`config.mk`:
```
export PLATFORM = sky130hd
export DESIGN_NAME = data_mem_ctrl_flat
export DESIGN_NICKNAME = d
export VERILOG_FILES = /design/src/rtl/data_mem_pkg.sv /design/src/rtl/data_mem_ctrl_if.sv /design/src/rtl/data_mem_array.sv /design/src/rtl/data_mem_ctrl.sv /design/src/flat_wrapper.sv
export SDC_FILE = /design/constraint.sdc
export NUM_CORES = 2
export LEC_CHECK = 0
export CAP_MARGIN = 15
export CORE_MARGIN = 4
export CORE_UTILIZATION = 60
export DETAILED_ROUTE_END_ITERATION = 16
export PLACE_DENSITY = 0.86
export SKIP_LAST_GASP = 1
export SLEW_MARGIN = 20
export SYNTH_ARGS = -nofsm -noshare
export SYNTH_HDL_FRONTEND = slang
export SYNTH_SLANG_ARGS = --single-unit
```
`constraint.sdc`:
```
create_clock -name clk -period 6.12 [get_ports clk]
set_input_delay 1.53 -clock clk [delete_from_list [all_inputs] [get_ports clk]]
set_output_delay 1.53 -clock clk [all_outputs]
set_load 0.02 [all_outputs]
```
`src/rtl/data_mem_pkg.sv`:
```
// Shared types and constants for the data memory controller:
// FSM state encoding, fill pattern bytes and a lane-select width helper.
package data_mem_pkg;

  typedef enum logic [1:0] {
    CLEAR = 2'd0,
    IDLE  = 2'd1,
    FILL  = 2'd2
  } state_t;

  localparam logic [7:0] PAT_ONES  = 8'hFF;
  localparam logic [7:0] PAT_ZEROS = 8'h00;
  localparam logic [7:0] PAT_F0    = 8'hF0;
  localparam logic [7:0] PAT_AA    = 8'hAA;

  // Byte value written to every lane during a fill, keyed by Pattern_Sel.
  function automatic logic [7:0] pattern_byte(input logic [1:0] sel);
    case (sel)
      2'b00:   return PAT_ONES;
      2'b01:   return PAT_ZEROS;
      2'b10:   return PAT_F0;
      default: return PAT_AA;
    endcase
  endfunction

  // Width of the LED lane selector; never narrower than one bit.
  function automatic int lane_sel_w(input int data_w, input int led_w);
    return (data_w / led_w > 1) ? $clog2(data_w / led_w) : 1;
  endfunction

endpackage

```
`src/rtl/data_mem_ctrl_if.sv`:
```
// Host-side bus of the data memory controller.
// Optional macro DATA_MEM_PARITY_EN adds the parity_err response signal.
interface data_mem_ctrl_if #(
  parameter int DATA_W = 32,
  parameter int ADDR_W = 6,
  parameter int LED_W  = 8
);
  import data_mem_pkg::*;

  localparam int LANE_SEL_W = lane_sel_w(DATA_W, LED_W);

  logic [ADDR_W-1:0]     mem_addr;
  logic                  mem_write;
  logic                  mem_read;
  logic [DATA_W/8-1:0]   byte_en;
  logic [DATA_W-1:0]     w_data;
  logic                  fill_start;
  logic [1:0]            pattern_sel;
  logic [LANE_SEL_W-1:0] lane_sel;
  logic [DATA_W-1:0]     r_data;
  logic                  r_valid;
  logic                  busy;
  logic [LED_W-1:0]      led;
`ifdef DATA_MEM_PARITY_EN
  logic                  parity_err;
`endif

  modport master (
    output mem_addr, mem_write, mem_read, byte_en, w_data,
    output fill_start, pattern_sel, lane_sel,
`ifdef DATA_MEM_PARITY_EN
    input  parity_err,
`endif
    input  r_data, r_valid, busy, led
  );

  modport slave (
    input  mem_addr, mem_write, mem_read, byte_en, w_data,
    input  fill_start, pattern_sel, lane_sel,
`ifdef DATA_MEM_PARITY_EN
    output parity_err,
`endif
    output r_data, r_valid, busy, led
  );

endinterface

```
`src/rtl/data_mem_array.sv`:
```
// Simple-dual-port RAM (one write port with lane enables, one registered
// read port). Contents are never reset; only the read register is.
module data_mem_array #(
  parameter int LANES  = 4,
  parameter int LANE_W = 8,
  parameter int ADDR_W = 6
) (
  input  logic                    clk,
  input  logic                    rst,
  input  logic                    we,
  input  logic [ADDR_W-1:0]       waddr,
  input  logic [LANES-1:0]        wbe,
  input  logic [LANES*LANE_W-1:0] wdata,
  input  logic                    re,
  input  logic [ADDR_W-1:0]       raddr,
  output logic [LANES*LANE_W-1:0] rdata
);

  logic [LANES*LANE_W-1:0] mem [2**ADDR_W];

  // Lane-masked write; a same-address read in this edge still sees old data.
  always_ff @(posedge clk) begin
    if (we) begin
      for (int i = 0; i < LANES; i++) begin
        if (wbe[i]) mem[waddr][i*LANE_W +: LANE_W] <= wdata[i*LANE_W +: LANE_W];
      end
    end
  end

  // Registered read that holds its value between reads.
  always_ff @(posedge clk or posedge rst) begin
    if (rst)     rdata <= '0;
    else if (re) rdata <= mem[raddr];
  end

endmodule

```
`src/rtl/data_mem_ctrl.sv`:
```
// Data memory controller: clears the array after reset, serves host
// byte-masked writes and 1-cycle reads when idle, performs whole-array
// pattern fills and drives an LED slice of the last read word.
// Optional macro DATA_MEM_PARITY_EN stores an even-parity bit per byte and
// flags mismatches on reads through parity_err.
module data_mem_ctrl
  import data_mem_pkg::*;
#(
  parameter int DATA_W = 32,
  parameter int ADDR_W = 6,
  parameter int LED_W  = 8
) (
  input logic           clk,
  input logic           rst,
  data_mem_ctrl_if.slave bus
);

  localparam int BYTES = DATA_W / 8;
`ifdef DATA_MEM_PARITY_EN
  localparam int LANE_W = 9;
`else
  localparam int LANE_W = 8;
`endif
  localparam logic [ADDR_W-1:0] ADDR_LAST = '1;

  state_t              state_reg, state_next;
  logic [ADDR_W-1:0]   cnt_reg, cnt_next;
  logic [1:0]          pat_reg, pat_next;
  logic                r_valid_reg;
  logic [LED_W-1:0]    led_reg;

  logic                we, re;
  logic [ADDR_W-1:0]   waddr;
  logic [BYTES-1:0]    wbe;
  logic [DATA_W-1:0]   wdata;
  logic [BYTES*LANE_W-1:0] ram_wdata, ram_rdata;
  logic [DATA_W-1:0]   rd_word;

  // State, sweep counter, latched pattern, read strobe and LED register.
  always_ff @(posedge clk or posedge rst) begin
    if (rst) begin
      state_reg   <= CLEAR;
      cnt_reg     <= '0;
      pat_reg     <= 2'b00;
      r_valid_reg <= 1'b0;
      led_reg     <= '0;
    end else begin
      state_reg   <= state_next;
      cnt_reg     <= cnt_next;
      pat_reg     <= pat_next;
      r_valid_reg <= re;
      led_reg     <= rd_word[int'(bus.lane_sel)*LED_W +: LED_W];
    end
  end

  // Next state and write/read port steering; host traffic only in IDLE.
  always_comb begin
    state_next = state_reg;
    cnt_next   = cnt_reg;
    pat_next   = pat_reg;
    we         = 1'b0;
    re         = 1'b0;
    waddr      = cnt_reg;
    wbe        = '1;
    wdata      = '0;
    case (state_reg)
      CLEAR: begin
        we       = 1'b1;
        cnt_next = cnt_reg + ADDR_W'(1);
        if (cnt_reg == ADDR_LAST) state_next = IDLE;
      end
      FILL: begin
        we       = 1'b1;
        wdata    = {BYTES{pattern_byte(pat_reg)}};
        cnt_next = cnt_reg + ADDR_W'(1);
        if (cnt_reg == ADDR_LAST) state_next = IDLE;
      end
      default: begin
        we    = bus.mem_write;
        re    = bus.mem_read;
        waddr = bus.mem_addr;
        wbe   = bus.byte_en;
        wdata = bus.w_data;
        if (bus.fill_start) begin
          pat_next   = bus.pattern_sel;
          cnt_next   = '0;
          state_next = FILL;
        end
      end
    endcase
  end

`ifdef DATA_MEM_PARITY_EN
  logic [BYTES-1:0] lane_err;
`endif

  // Map data bytes (plus optional parity bit) onto RAM lanes.
  for (genvar gi = 0; gi < BYTES; gi++) begin : g_lane
    assign ram_wdata[gi*LANE_W +: 8] = wdata[gi*8 +: 8];
    assign rd_word[gi*8 +: 8]        = ram_rdata[gi*LANE_W +: 8];
`ifdef DATA_MEM_PARITY_EN
    assign ram_wdata[gi*LANE_W + 8]  = ^wdata[gi*8 +: 8];
    assign lane_err[gi]              = ^ram_rdata[gi*LANE_W +: 9];
`endif
  end

  data_mem_array #(
    .LANES  (BYTES),
    .LANE_W (LANE_W),
    .ADDR_W (ADDR_W)
  ) u_array (
    .clk   (clk),
    .rst   (rst),
    .we    (we),
    .waddr (waddr),
    .wbe   (wbe),
    .wdata (ram_wdata),
    .re    (re),
    .raddr (bus.mem_addr),
    .rdata (ram_rdata)
  );

  assign bus.r_data  = rd_word;
  assign bus.r_valid = r_valid_reg;
  assign bus.busy    = (state_reg != IDLE);
  assign bus.led     = led_reg;
`ifdef DATA_MEM_PARITY_EN
  assign bus.parity_err = r_valid_reg & (|lane_err);
`endif

endmodule

```
`src/flat_wrapper.sv`:
```
// flat-port wrapper written by rule: the top's interface ports become plain ports
module data_mem_ctrl_flat import data_mem_pkg::*;
#(
  parameter int DATA_W = 32,
  parameter int ADDR_W = 6,
  parameter int LED_W  = 8
)
  (clk, rst, bus_mem_addr, bus_mem_write, bus_mem_read, bus_byte_en, bus_w_data, bus_fill_start, bus_pattern_sel, bus_lane_sel, bus_r_data, bus_r_valid, bus_busy, bus_led);
  data_mem_ctrl_if #(.DATA_W(DATA_W), .ADDR_W(ADDR_W), .LED_W(LED_W)) bus_i ();
  input logic clk;
  input logic rst;
  input wire logic [$bits(bus_i.mem_addr)-1:0] bus_mem_addr;
  input wire logic [$bits(bus_i.mem_write)-1:0] bus_mem_write;
  input wire logic [$bits(bus_i.mem_read)-1:0] bus_mem_read;
  input wire logic [$bits(bus_i.byte_en)-1:0] bus_byte_en;
  input wire logic [$bits(bus_i.w_data)-1:0] bus_w_data;
  input wire logic [$bits(bus_i.fill_start)-1:0] bus_fill_start;
  input wire logic [$bits(bus_i.pattern_sel)-1:0] bus_pattern_sel;
  input wire logic [$bits(bus_i.lane_sel)-1:0] bus_lane_sel;
  output wire logic [$bits(bus_i.r_data)-1:0] bus_r_data;
  output wire logic [$bits(bus_i.r_valid)-1:0] bus_r_valid;
  output wire logic [$bits(bus_i.busy)-1:0] bus_busy;
  output wire logic [$bits(bus_i.led)-1:0] bus_led;
  assign bus_i.mem_addr = bus_mem_addr;
  assign bus_i.mem_write = bus_mem_write;
  assign bus_i.mem_read = bus_mem_read;
  assign bus_i.byte_en = bus_byte_en;
  assign bus_i.w_data = bus_w_data;
  assign bus_i.fill_start = bus_fill_start;
  assign bus_i.pattern_sel = bus_pattern_sel;
  assign bus_i.lane_sel = bus_lane_sel;
  assign bus_r_data = bus_i.r_data;
  assign bus_r_valid = bus_i.r_valid;
  assign bus_busy = bus_i.busy;
  assign bus_led = bus_i.led;
  data_mem_ctrl #(.DATA_W(DATA_W), .ADDR_W(ADDR_W), .LED_W(LED_W)) u_core (.clk(clk), .rst(rst), .bus(bus_i));
endmodule
```
==> qor.yml <==
synthesis:
  yosysWarnings: 0
  synth_ff_type: "edfxtp_1"
  synth_area_um2: 81700
  ys_ff_latch: 2099
  syn_inst: 4056
  syn-num-nets: 4112
  synth_edf_count: 2048
  ys_seq_area_share_pct: 76.8
  syn-mean-instance-area_um2: 20.1
  synth.area.top_cells: "edfxtp_1 (75%), mux4_2 (11%), mux2_2 (2.2%), mux2i_1 (1.6%), dfrtp_1 (1.6%)"
  async_flop_share_pct: 2.43
  synth.largest_area_cell: "edfxtp_1"
  yosys.cell_types.count: 54
  synth.top_cell.area_share_pct: 75.3
floorplan:
  die-width_um: 377
  die-area_um2: 142000
  core_region_area_um2: 135000
  start_util_pct: 60.4
  fp-row-count: 135
  num_io_pins: 93
  die_h_um: 377
status:
  status: "finished, final reports clean"
worst_setup_path:
  required_ns: 6.55
  crit_buf_inv: 1
  crit_fanout: 43
  path_class: "input pin to flip-flop"
  critPathLaunchType: "input pin"
  crit_start: "bus_mem_addr[1]"
  cp_cell_sequence: "buf_8 -> nor2b_4 -> a22oi_1 -> nor2_1 -> nand2_1 -> nor2_1"
  crit-reg2reg-launch: "u_core.state_reg[0]$_DFFE_PP0P_"
  worst-r2r-setup-slack_ns: 1.58
  crit_slowest_cell: "nor2_1"
  slowest_delay_ns: 0.93
  cp-end-kind: "flip-flop"
  worst-path-stages: 6
  arrival_ns: 4.97
  timing.rr.end: "u_core.u_array.mem[13][9]$_DFFE_PP_"
  path_delay_family: "simple AND/OR/NAND/NOR gates"
  cp-endpoint: "u_core.u_array.mem[43][28]$_DFFE_PP_"
  crit_top_cell: "nor2_1"
  worstRegToRegCells: 6
global_routing:
  grt_max_degree: 132
  antenna_found_initial: 17
  grt_first_pass_wirelength_mm: 315
  grt-ovfl-total: 0
  grtUsageTotal_pct: 31.0
  grt_pass1_vias: 44300
clocking:
  postCtsSetupBuffers: 0
  cts_resized: 0
  numCtsBuffers: 188
  clk_latency_ns: 0.83
  clk_pin_slew_worst_paths_ns: 0.06
  cts_num_sinks: 2099
  htree_levels: 4
  clockBufferDepth: 3
  hold_buffers: 0
  cts_tree: "done"
  clockRootBuffer: "clkbuf_16"
finish:
  finish.net_count: 4219
  finalCoreUtilization_pct: 66.8
  final_common_cell: "edfxtp_1"
  layout-drive-gt1-share_pct: 22.4
  syn2layout_area_growth_pct: 10.6
  most-common-layout-cells: "edfxtp_1 (2,048), mux4_2 (392), nor2_1 (270), clkbuf_16 (191), nand2_1 (178)"
  largest_register_ffs: 2048
place:
  dp_hpwl_mm: 120
  post-place-ws_ns: 1.15
  place_congestion: 0.876
  io_buffers: 92
sta:
  max_freq_mhz: 220
  tightest_slew_ns: 1.20
  min_period_ns: 4.55
  skew_ns: 0.0375
  fin_setup_tns_ns: 0
  setup_viol: 0
  finalWorstSetupSlack_ns: 1.57
  slew_headroom_pct: 19.9
  rsz0062_at_grt: "no"
  slew_violations: 0
  final.period_utilization_pct: 74.3
  hold_violations: 0
routing:
  wire_per_inst_um: 35.9
  dr_total_vias: 44400
  vias_per_cell: 7.24
  dr.first_iter.drc_count: 8299
  drt_wl_total_mm: 220
  firstDrtPassIters: 10
  drc: 0
  ant_nets: 0
pwr:
  peakVddDrop_mv: 1.59
  p_leak_nw: 28.5
  power_mw: 42.0
  cellPowerDensity_nw_per_um2: 465
min_path:
  min_path_type: "flip-flop to flip-flop"
job:
  drv_cap: 0
[cells by family (layout without fill, tap and decap cells)]
kind of cell,count (synthesis),count (layout),synth area share (%)
AO/OA/AOI/OAI,429,429,3.80
multiplexers,684,684,14.6
flip-flops,2099,2099,76.8
other,0,20,0
AND/OR/NAND/NOR,588,588,3.06
adder cells (fa/ha/maj),5,5,0.0766
buffers and inverters,247,518,1.57
XOR/XNOR,4,4,0.0429
[synthesized netlist by cell type, drive strengths merged (7+ instances only)]
master,instances
nor2b,35
nor3,33
o211ai,32
clkbuf,105
buf,137
nor2,274
a211oi,96
mux2i,129
a22oi,65
a21o,26
nand2,188
dfrtp,51
nand3,37
nand2b,7
edfxtp,2048
mux2,163
o22ai,133
o21ai,36
mux4,392
a2111oi,32
[worst min-delay path by stage]
stage	from	endpoint	slack (ns)	depth (start not counted)
5_1_grt	u_core.u_array.rdata[12]$_DFFE_PP0P_	u_core.u_array.rdata[12]$_DFFE_PP0P_	0.59	2
3_3_place_gp	u_core.state_reg[1]$_DFFE_PP0P_	u_core.state_reg[1]$_DFFE_PP0P_	0.52	2
6_report	u_core.u_array.rdata[12]$_DFFE_PP0P_	u_core.u_array.rdata[12]$_DFFE_PP0P_	0.58	2
2_1_floorplan	u_core.state_reg[1]$_DFFE_PP0P_	u_core.state_reg[1]$_DFFE_PP0P_	0.48	2
3_5_place_dp	u_core.state_reg[1]$_DFFE_PP0P_	u_core.state_reg[1]$_DFFE_PP0P_	0.53	2
4_1_cts	u_core.u_array.rdata[12]$_DFFE_PP0P_	u_core.u_array.rdata[12]$_DFFE_PP0P_	0.57	2
[stage by stage]
stage,area [um^2],hold slack [ns],instances
finish,90400,0.579,6128
global route,90300,0.594,6112
CTS,90300,0.569,6107
detailed placement,84300,0.533,5753
global placement,84300,0.516,5753
floorplan,81700,0.479,4056
[where the power goes]
group          internal [mW]  switching, mW
combinational           1.57           7.14
clock                   6.38           5.29
sequential              20.8          0.856
[layout make-up]
type	instances	area (um^2)
Antenna cell	20	50.0
Clock buffer	257	5140
Clock inverter	97	846
Fill cell	7619	44900
Inverter	5	18.8
Multi-Input combinational cell	1710	17800
Sequential cell	2099	62800
Tap cell	1781	2230
Timing Repair Buffer	159	1530
[per-layer routing]
layer,global-route usage (%),vias to the layer above,wire length [um]
met4,14.1,12,12900
met5,0.755,-,77
met1,41.1,22200,72000
li1,-,16900,-
met2,47.4,4363,103000
met3,10.2,916,32300
[tightest hold or removal path, delay by kind of cell, from the launching register on]
family,cells,cell delay (ns)
simple gates,1,0.07
flops,1,0.38
compound gates,1,0.08
Note: power is estimated with default switching activity, not from simulation.
